[src/rtl/image_stream_framer_if.sv]
// image_stream_framer_if: bundles the control, pixel-input and beat-output signals of
// image_stream_framer.
//   master : the environment side; drives start/num_images, the pixel stream and beat_ready.
//   slave  : the framer side; drives pixel_ready, the beat outputs and the status outputs.
// Signals:
//   start, num_images                       run control
//   pixel_data, pixel_valid, pixel_ready    input pixel stream handshake
//   beat_data, beat_valid, beat_ready       packed output beat handshake
//   beat_sop, beat_eop, beat_image          beat tags
//   beat_checksum                           per-image pixel sum (valid on eop beats)
//   image_done, busy, all_done              status
`timescale 1ns/1ps

interface image_stream_framer_if #(
    parameter int unsigned PIX_W = 8,
    parameter int unsigned LANES = 4,
    parameter int unsigned IDX_W = 16
);
    logic                   start;
    logic [IDX_W-1:0]       num_images;
    logic [PIX_W-1:0]       pixel_data;
    logic                   pixel_valid;
    logic                   pixel_ready;
    logic [LANES*PIX_W-1:0] beat_data;
    logic                   beat_valid;
    logic                   beat_ready;
    logic                   beat_sop;
    logic                   beat_eop;
    logic [IDX_W-1:0]       beat_image;
    logic [15:0]            beat_checksum;
    logic                   image_done;
    logic                   busy;
    logic                   all_done;

    modport master (
        output start, num_images, pixel_data, pixel_valid, beat_ready,
        input  pixel_ready, beat_data, beat_valid, beat_sop, beat_eop, beat_image,
               beat_checksum, image_done, busy, all_done
    );

    modport slave (
        input  start, num_images, pixel_data, pixel_valid, beat_ready,
        output pixel_ready, beat_data, beat_valid, beat_sop, beat_eop, beat_image,
               beat_checksum, image_done, busy, all_done
    );
endinterface

[src/rtl/image_stream_framer.sv]
// image_stream_framer: accepts a valid/ready pixel stream, delimits it into images of
// PIXELS_PER_IMAGE pixels and packs LANES pixels per output beat (lane 0 in the LSBs), tagging
// each beat with image index, start-of-image and end-of-image.
// Ports:
//   clk      rising-edge clock
//   reset_n  asynchronous active-low reset
//   bus      image_stream_framer_if.slave (control, pixel input, beat output, status)
// Optional feature: define FRAMER_CHECKSUM_EN to build a 16-bit per-image pixel sum reported
// on the eop beat; otherwise beat_checksum is tied to 0.
`timescale 1ns/1ps

module image_stream_framer #(
    parameter int unsigned PIX_W            = 8,
    parameter int unsigned LANES            = 4,
    parameter int unsigned PIXELS_PER_IMAGE = 256,
    parameter int unsigned IDX_W            = 16
) (
    input logic                  clk,
    input logic                  reset_n,
    image_stream_framer_if.slave bus
);

    localparam int unsigned LANE_W    = (LANES > 1) ? $clog2(LANES) : 1;
    localparam int unsigned PIX_CNT_W = (PIXELS_PER_IMAGE > 1) ? $clog2(PIXELS_PER_IMAGE) : 1;
    localparam int unsigned BEAT_W    = LANES * PIX_W;

    localparam logic [LANE_W-1:0]    LAST_LANE = LANE_W'(LANES - 1);
    localparam logic [PIX_CNT_W-1:0] LAST_PIX  = PIX_CNT_W'(PIXELS_PER_IMAGE - 1);
    localparam logic [PIX_CNT_W-1:0] SOP_PIX   = PIX_CNT_W'(LANES - 1);

    typedef enum logic [1:0] {StIdle, StRun, StDone} state_e;

    state_e state_q, state_d;

    logic [IDX_W-1:0]     num_q,       num_d;
    logic [PIX_CNT_W-1:0] pix_cnt_q,   pix_cnt_d;
    logic [IDX_W-1:0]     img_cnt_q,   img_cnt_d;
    logic [LANE_W-1:0]    lane_cnt_q,  lane_cnt_d;
    logic [BEAT_W-1:0]    asm_q,       asm_d;
    logic [BEAT_W-1:0]    beat_data_q, beat_data_d;
    logic                 beat_valid_q, beat_valid_d;
    logic                 sop_q,        sop_d;
    logic                 eop_q,        eop_d;
    logic [IDX_W-1:0]     image_q,      image_d;
    logic [15:0]          checksum_q,   checksum_d;
    logic                 image_done_q, image_done_d;
    logic                 all_done_q,   all_done_d;

    logic                 run;
    logic                 start_ok;
    logic                 last_lane;
    logic                 pixels_left;
    logic                 pixel_ready;
    logic                 accept;
    logic                 beat_load;
    logic                 beat_hs;
    logic                 eop_hs;
    logic                 final_hs;
    logic [BEAT_W-1:0]    word_in;
    logic [15:0]          checksum_load;

    assign run       = (state_q == StRun);
    assign start_ok  = bus.start && !run;
    assign last_lane = (lane_cnt_q == LAST_LANE);
    // Once every pixel of the run is in, stop consuming so surplus input stays with the source.
    assign pixels_left = (img_cnt_q != num_q);
    // The lane that completes a beat may only be taken if the output register can take it.
    assign pixel_ready = run && pixels_left && (!last_lane || !beat_valid_q || bus.beat_ready);
    assign accept      = bus.pixel_valid && pixel_ready;
    assign beat_load   = accept && last_lane;
    assign beat_hs     = beat_valid_q && bus.beat_ready;
    assign eop_hs      = beat_hs && eop_q;
    assign final_hs    = eop_hs && (image_q == (num_q - 1'b1));

    // Assembly word with the incoming pixel dropped into its lane.
    always_comb begin
        word_in = asm_q;
        word_in[lane_cnt_q * PIX_W +: PIX_W] = bus.pixel_data;
    end

`ifdef FRAMER_CHECKSUM_EN
    logic [15:0] sum_q;
    logic [15:0] sum_next;

    // The first pixel of an image restarts the sum, so no separate clear at sop is needed.
    assign sum_next = ((pix_cnt_q == '0) ? 16'd0 : sum_q) + 16'(bus.pixel_data);

    always_ff @(posedge clk or negedge reset_n) begin
        if (!reset_n) begin
            sum_q <= '0;
        end else if (start_ok) begin
            sum_q <= '0;
        end else if (accept) begin
            sum_q <= sum_next;
        end
    end

    assign checksum_load = (pix_cnt_q == LAST_PIX) ? sum_next : 16'd0;
`else
    assign checksum_load = 16'd0;
`endif

    // Run-level state machine.
    always_comb begin
        state_d = state_q;
        unique case (state_q)
            StIdle, StDone: begin
                if (bus.start) begin
                    state_d = (bus.num_images == '0) ? StDone : StRun;
                end
            end
            StRun: begin
                if (final_hs) begin
                    state_d = StDone;
                end
            end
            default: state_d = StIdle;
        endcase
    end

    // Counters, assembly and output register.
    always_comb begin
        num_d        = num_q;
        pix_cnt_d    = pix_cnt_q;
        img_cnt_d    = img_cnt_q;
        lane_cnt_d   = lane_cnt_q;
        asm_d        = asm_q;
        beat_data_d  = beat_data_q;
        beat_valid_d = beat_valid_q;
        sop_d        = sop_q;
        eop_d        = eop_q;
        image_d      = image_q;
        checksum_d   = checksum_q;
        image_done_d = eop_hs;
        all_done_d   = all_done_q;

        if (start_ok) begin
            num_d      = bus.num_images;
            pix_cnt_d  = '0;
            img_cnt_d  = '0;
            lane_cnt_d = '0;
            asm_d      = '0;
            all_done_d = (bus.num_images == '0);
        end else begin
            if (final_hs) begin
                all_done_d = 1'b1;
            end
            if (accept) begin
                asm_d      = word_in;
                lane_cnt_d = last_lane ? '0 : lane_cnt_q + 1'b1;
                if (pix_cnt_q == LAST_PIX) begin
                    pix_cnt_d = '0;
                    img_cnt_d = img_cnt_q + 1'b1;
                end else begin
                    pix_cnt_d = pix_cnt_q + 1'b1;
                end
            end
        end

        // A completing beat wins over a handshake on the same edge: the register reloads and
        // beat_valid stays high. Beats never straddle images, so the tags follow from the
        // counters as they stand at the last lane.
        if (beat_load) begin
            beat_data_d  = word_in;
            beat_valid_d = 1'b1;
            sop_d        = (pix_cnt_q == SOP_PIX);
            eop_d        = (pix_cnt_q == LAST_PIX);
            image_d      = img_cnt_q;
            checksum_d   = checksum_load;
        end else if (beat_hs) begin
            beat_valid_d = 1'b0;
        end
    end

    always_ff @(posedge clk or negedge reset_n) begin
        if (!reset_n) begin
            state_q      <= StIdle;
            num_q        <= '0;
            pix_cnt_q    <= '0;
            img_cnt_q    <= '0;
            lane_cnt_q   <= '0;
            asm_q        <= '0;
            beat_data_q  <= '0;
            beat_valid_q <= 1'b0;
            sop_q        <= 1'b0;
            eop_q        <= 1'b0;
            image_q      <= '0;
            checksum_q   <= '0;
            image_done_q <= 1'b0;
            all_done_q   <= 1'b0;
        end else begin
            state_q      <= state_d;
            num_q        <= num_d;
            pix_cnt_q    <= pix_cnt_d;
            img_cnt_q    <= img_cnt_d;
            lane_cnt_q   <= lane_cnt_d;
            asm_q        <= asm_d;
            beat_data_q  <= beat_data_d;
            beat_valid_q <= beat_valid_d;
            sop_q        <= sop_d;
            eop_q        <= eop_d;
            image_q      <= image_d;
            checksum_q   <= checksum_d;
            image_done_q <= image_done_d;
            all_done_q   <= all_done_d;
        end
    end

    assign bus.pixel_ready   = pixel_ready;
    assign bus.beat_data     = beat_data_q;
    assign bus.beat_valid    = beat_valid_q;
    assign bus.beat_sop      = sop_q;
    assign bus.beat_eop      = eop_q;
    assign bus.beat_image    = image_q;
    assign bus.beat_checksum = checksum_q;
    assign bus.image_done    = image_done_q;
    assign bus.busy          = run;
    assign bus.all_done      = all_done_q;

endmodule
[src/flat_wrapper.sv]
// flat-port wrapper written by rule: the top's interface ports become plain ports
module image_stream_framer_flat 
#(
    parameter int unsigned PIX_W            = 8,
    parameter int unsigned LANES            = 4,
    parameter int unsigned PIXELS_PER_IMAGE = 256,
    parameter int unsigned IDX_W            = 16
)
  (clk, reset_n, bus_start, bus_num_images, bus_pixel_data, bus_pixel_valid, bus_beat_ready, bus_pixel_ready, bus_beat_data, bus_beat_valid, bus_beat_sop, bus_beat_eop, bus_beat_image, bus_beat_checksum, bus_image_done, bus_busy, bus_all_done);
  image_stream_framer_if #(.PIX_W(PIX_W), .LANES(LANES), .IDX_W(IDX_W)) bus_i ();
  input logic clk;
  input logic reset_n;
  input wire logic [$bits(bus_i.start)-1:0] bus_start;
  input wire logic [$bits(bus_i.num_images)-1:0] bus_num_images;
  input wire logic [$bits(bus_i.pixel_data)-1:0] bus_pixel_data;
  input wire logic [$bits(bus_i.pixel_valid)-1:0] bus_pixel_valid;
  input wire logic [$bits(bus_i.beat_ready)-1:0] bus_beat_ready;
  output wire logic [$bits(bus_i.pixel_ready)-1:0] bus_pixel_ready;
  output wire logic [$bits(bus_i.beat_data)-1:0] bus_beat_data;
  output wire logic [$bits(bus_i.beat_valid)-1:0] bus_beat_valid;
  output wire logic [$bits(bus_i.beat_sop)-1:0] bus_beat_sop;
  output wire logic [$bits(bus_i.beat_eop)-1:0] bus_beat_eop;
  output wire logic [$bits(bus_i.beat_image)-1:0] bus_beat_image;
  output wire logic [$bits(bus_i.beat_checksum)-1:0] bus_beat_checksum;
  output wire logic [$bits(bus_i.image_done)-1:0] bus_image_done;
  output wire logic [$bits(bus_i.busy)-1:0] bus_busy;
  output wire logic [$bits(bus_i.all_done)-1:0] bus_all_done;
  assign bus_i.start = bus_start;
  assign bus_i.num_images = bus_num_images;
  assign bus_i.pixel_data = bus_pixel_data;
  assign bus_i.pixel_valid = bus_pixel_valid;
  assign bus_i.beat_ready = bus_beat_ready;
  assign bus_pixel_ready = bus_i.pixel_ready;
  assign bus_beat_data = bus_i.beat_data;
  assign bus_beat_valid = bus_i.beat_valid;
  assign bus_beat_sop = bus_i.beat_sop;
  assign bus_beat_eop = bus_i.beat_eop;
  assign bus_beat_image = bus_i.beat_image;
  assign bus_beat_checksum = bus_i.beat_checksum;
  assign bus_image_done = bus_i.image_done;
  assign bus_busy = bus_i.busy;
  assign bus_all_done = bus_i.all_done;
  image_stream_framer #(.PIX_W(PIX_W), .LANES(LANES), .PIXELS_PER_IMAGE(PIXELS_PER_IMAGE), .IDX_W(IDX_W)) u_core (.clk(clk), .reset_n(reset_n), .bus(bus_i));
endmodule
[config.mk]
export PLATFORM = sky130hd
export DESIGN_NAME = image_stream_framer_flat
export DESIGN_NICKNAME = d
export VERILOG_FILES = /design/src/rtl/image_stream_framer_if.sv /design/src/rtl/image_stream_framer.sv /design/src/flat_wrapper.sv
export SDC_FILE = /design/constraint.sdc
export NUM_CORES = 1
export LEC_CHECK = 0
export CAP_MARGIN = 10
export CORE_ASPECT_RATIO = 1.1
export CORE_MARGIN = 3
export CORE_UTILIZATION = 30
export DETAILED_ROUTE_END_ITERATION = 6
export GPL_TIMING_DRIVEN = 0
export HOLD_SLACK_MARGIN = 0.1
export PLACE_DENSITY_LB_ADDON = 0.12
export SKIP_LAST_GASP = 1
export SYNTH_ARGS = -nofsm -noshare
export SYNTH_HDL_FRONTEND = slang
export SYNTH_SLANG_ARGS = --single-unit
[constraint.sdc]
create_clock -name clk -period 2.9 [get_ports clk]
set_clock_uncertainty 0.15 [all_clocks]
set_input_delay 0.435 -clock clk [delete_from_list [all_inputs] [get_ports clk]]
set_output_delay 0.435 -clock clk [all_outputs]
set_load 0.02 [all_outputs]
==> results.md <==
- In the synthesized netlist the async set-or-reset flop fraction comes to 1.00.
- Setup slack on the critical path of the routed design comes to 0.0849 ns.
- The kind of end point of the critical path is a register.
- The number of antenna violations at the first check in global routing is 0.
- After detailed routing, the number of remaining DRC violations is 0.
- The placed wire-length estimate after detailed placement is 13500 µm.
- The clock sink total is between 100 and 150.
- The beginning of the worst register-to-register path is u_core.lane_cnt_q[0].
- The clock tree from TritonCTS is built.
- For this design the static power due to leakage is between 3 and 4 nW.
- Max-cap violations in this run came to 0.
- In this run the most critical hold path is launched from u_core.state_q[0].
- For this block, the routed nets add up to 18700 µm of wire.
- After clock tree synthesis, the clock-pin slew on the worst setup and hold paths is 0.06 ns.
- The number of endpoints with negative hold slack in the final report is 0.
- The run finished with clean final reports.
- The number of placed I/O pins is 100.
- STA puts the critical path data arrival time at slightly above 3 ns.
- The mean post-synth cell area is 9.97 µm².
- Of the total power, the clock network draws 0.282.
- The internal power component is between 4 and 5 mW.
- The path class of the tightest hold or removal check is register to register.
- The number of instances on the worst hold path is 1.
- The buffer levels on the longest clock path is 2.
- The H-tree was split into 4 levels.
- Summed over all nets, the switching power comes to approximately 2.7 mW.
- The placed instance count is 1026.
- For the worst flop-to-flop path, the logic depth is 6.
- The path with the worst hold slack has its endpoint at u_core.state_q[1].
- For this design the ratio of total power to cell area is around 870 nW/µm².
- The endpoint identified for the worst register-to-register timing path is u_core.asm_q[28].
- The mean number of vias per cell is slightly above 5.
- The synthesized design spends more area on one cell type than any other, namely dfrtp_1.
- The residual antenna-violating net count after detailed routing is 0.
- After synthesis, the most frequently instantiated cells are 129 x dfrtp_1, 63 x nand2_1, 54 x a21oi_1.
- For this run, the leading register cell type out of synthesis is dfrtp_1.
- The max-slew headroom at the worst pin is 0.452.
- The overall track demand over capacity in global routing is 0.162.
- Yosys mapped the design onto 53 distinct sky130hd cell types.
- For this run, the slowest stage of the critical path takes 0.74 ns.
- Prior to clock tree synthesis, the placed netlist has a worst setup slack of -0.562 ns.
- The endpoint required time on the critical path is 3.10 ns.
- The share of the cycle needed by the critical path after routing is 0.971.
- The final critical-path required period is 2.82 ns.
- Entering global routing, the biggest net connects 76 pins.
- The repair_antennas step left the layout with diodes totalling 0.
- The largest driver fanout on the critical path is 9.
- The peak supply drop is 0.467 mV.
- In the final layout, the share of cells above drive strength 1 is 0.126.
- The final estimated routing congestion in global placement is 0.830.
- The sort of element at the start of the critical path is a register.
- The number of instances in the synthesized netlist is 648.
- The die covers 23300 µm².
- The synthesized design contains 0 enable-type register cells.
- The most common cell in the synthesized netlist is dfrtp_1.
- The area growth from synthesis to layout is 29.1%.
- Setup repair after global routing could not meet its margin everywhere.
- The number of standard cells in the layout, taps in and fillers out is around 1100.
- The global-route congestion overflow total is 0.
- The overall die height is ~160 µm.
- In this run, CTS created clock tree buffers numbering 17.
- Input and output buffers added on the ports amount to 75.
- The first global-routing pass estimated 30400 µm of wire.
- The netlist area before placement is 6460 µm².
- For the pin with the worst max-slew slack, the measured transition is 0.815 ns.
- The synthesis-stage register bit count is 129.
- After floorplanning, the core was divided into 55 placement rows.
- The number of optimization iterations in the first detailed-route pass is 5.
- Of the synthesized area, sequential elements account for 0.500.
- The slowest stage of the critical path belongs to the cell nor4_2.
- Setup violations remaining at the end of the flow were counted as 0.
- Of the post-synthesis cell area, the dominant cell type holds 0.500.
- For this configuration, the core starts out at a cell density of 0.310.
- CTS placed an instance of clkbuf_16 at the clock tree root.
- The Yosys warning count is 0.
- In the final routed layout, each cell accounts on average for 17.7 µm.
- The setup path with the least slack is of type register to register.
- Across all hold checks on the routed design, the worst slack comes to 0.346 ns.
- At the later pin of the worst-skew pair, clock insertion delay measures 0.42 ns.
- The fraction of power spent switching nets is 0.366.
- The timing startpoint of the critical path is u_core.lane_cnt_q[0].
- The first routing iteration left 333 violations.
- The share of total power in sequential cells is 0.376.
- The combinational cell fraction of total power is 0.341.
- Ranked by total cell area, the synthesized netlist is headed by dfrtp_1 50%, a221oi_1 4.3%, a22o_1 4.3%.
- After floorplanning, the core was sized to cover about 21000 µm².
- The number of pins with negative max-slew slack in the final report is 0.
- The net count of the finished layout is 796.
- Summing over every cut layer, the via total after detailed routing is 5335.
- The via count of the first global-routing pass is 5588.
- The die width is around 150 µm.
- The worst register-to-register path has a setup slack of 0.08 ns.
- Traced cell by cell, the critical path runs through inv_1, ha_1, nor4_2, and2_1, clkbuf_1, a22o_1.
- Based on the critical path, the design can be clocked at up to approximately 0.36 GHz.
flip-flops by register name, indices dropped and copies added (netlist names):
signal	flops
u_core.asm_q	32
u_core.bus.beat_data	32
u_core.bus.beat_image	16
u_core.img_cnt_q	16
u_core.num_q	16
u_core.pix_cnt_q	8
u_core.lane_cnt_q	2
u_core.state_q	2
u_core.bus.all_done	1
u_core.bus.beat_eop	1
u_core.bus.beat_sop	1
u_core.bus.beat_valid	1
u_core.bus.image_done	1
power groups by stage:
stage	combinational (mW)	clock [mW]	sequential, mW
6_report	2.48	2.05	2.73
5_1_grt	2.73	2.17	2.80
4_1_cts	2.49	2.09	2.71
3_5_place_dp	2.48	0	2.69
3_3_place_gp	2.43	0	2.68
2_1_floorplan	1.24	0	2.91
per-layer routing:
metal	routed length, µm	GRT usage	vias to the layer above
met5	0	0	-
met4	524	0.0751	0
met3	781	0.0301	31
met2	9350	0.267	152
met1	8060	0.207	2636
li1	-	-	2516
logic make-up after synthesis:
group / count (synthesis) / synth area share
AOI/OAI and AO/OA: 167 / 0.177
xor gates and xnor gates: 36 / 0.0488
adders and majority gates: 9 / 0.0174
buffers and inverters: 106 / 0.0738
DFF: 129 / 0.500
muxes: 21 / 0.0355
other: 1 / 0.000581
and+or+nand+nor: 179 / 0.146
placed cells by master, fill, tap and decap left out, types with 4 or more instances in the layout:
cell,instances
o31ai_1,6
nor4_2,5
nor2_1,13
clkbuf_16,17
nand2_1,63
clkinv_1,4
o21ai_0,25
nand4_1,7
a22o_1,32
mux2_2,15
dfrtp_1,129
xor2_1,22
nand3_1,17
clkdlybuf4s50_1,73
a221oi_1,32
and2_1,5
clkinv_4,6
o21a_1,4
a21oi_1,54
ha_1,8
inv_1,44
nor4_1,9
buf_4,19
mux2i_1,5
or4_1,5
or3_1,16
clkbuf_1,16
and3_1,6
buf_2,6
nor3_1,10
conb_1,16
xnor2_1,14
buf_1,10
what timing repair did:
| action | in CTS | in global routing |
|---|---|---|
| pin swaps | 1 | 5 |
| resized for setup | 8 | 17 |
| buffers inserted | 2 | 1 |
| setup endpoints to repair | 85 | 66 |
| hold buffers | 1 | 0 |
| endpoints found under the hold margin | 54 | 0 |
stage by stage:
stage               utilization  TNS (ns)  cell area [µm²]  total power, mW
floorplan                     -         0             6510             4.14
global placement          0.365   -542.74             7620             5.11
detailed placement        0.368    -30.34             7670             5.17
CTS                       0.397         0             8280             7.29
global route              0.400     -1.35             8340             7.71
finish                    0.400         0             8340             7.26
critical path, delay by kind of cell, from the launching register on:
kind            cells  cell delay [ns]
compound gates      1             0.21
fa+ha+maj           1             0.33
buf+inv             2             0.53
flops               1             0.56
simple gates        2             0.96
cell type report:
class / count / area [µm²]
flip-flops and latches: 129 / 3230
fillers: 2079 / 12500
multi-input cells: 428 / 2900
inverters: 48 / 180
repair buffers: 82 / 826
plain buffers: 52 / 280
clock inverters: 15 / 138
clock buffers: 17 / 425
well taps: 285 / 357
how the worst max path moves through the flow:
stage,endpoint
floorplan,u_core.asm_q[16]
global placement,u_core.bus.beat_data[17]
detailed placement,u_core.bus.beat_data[10]
CTS,u_core.bus.beat_data[10]
global route,u_core.asm_q[5]
finish,u_core.asm_q[28]
No activity file was read; power rests on OpenSTA's default activity.
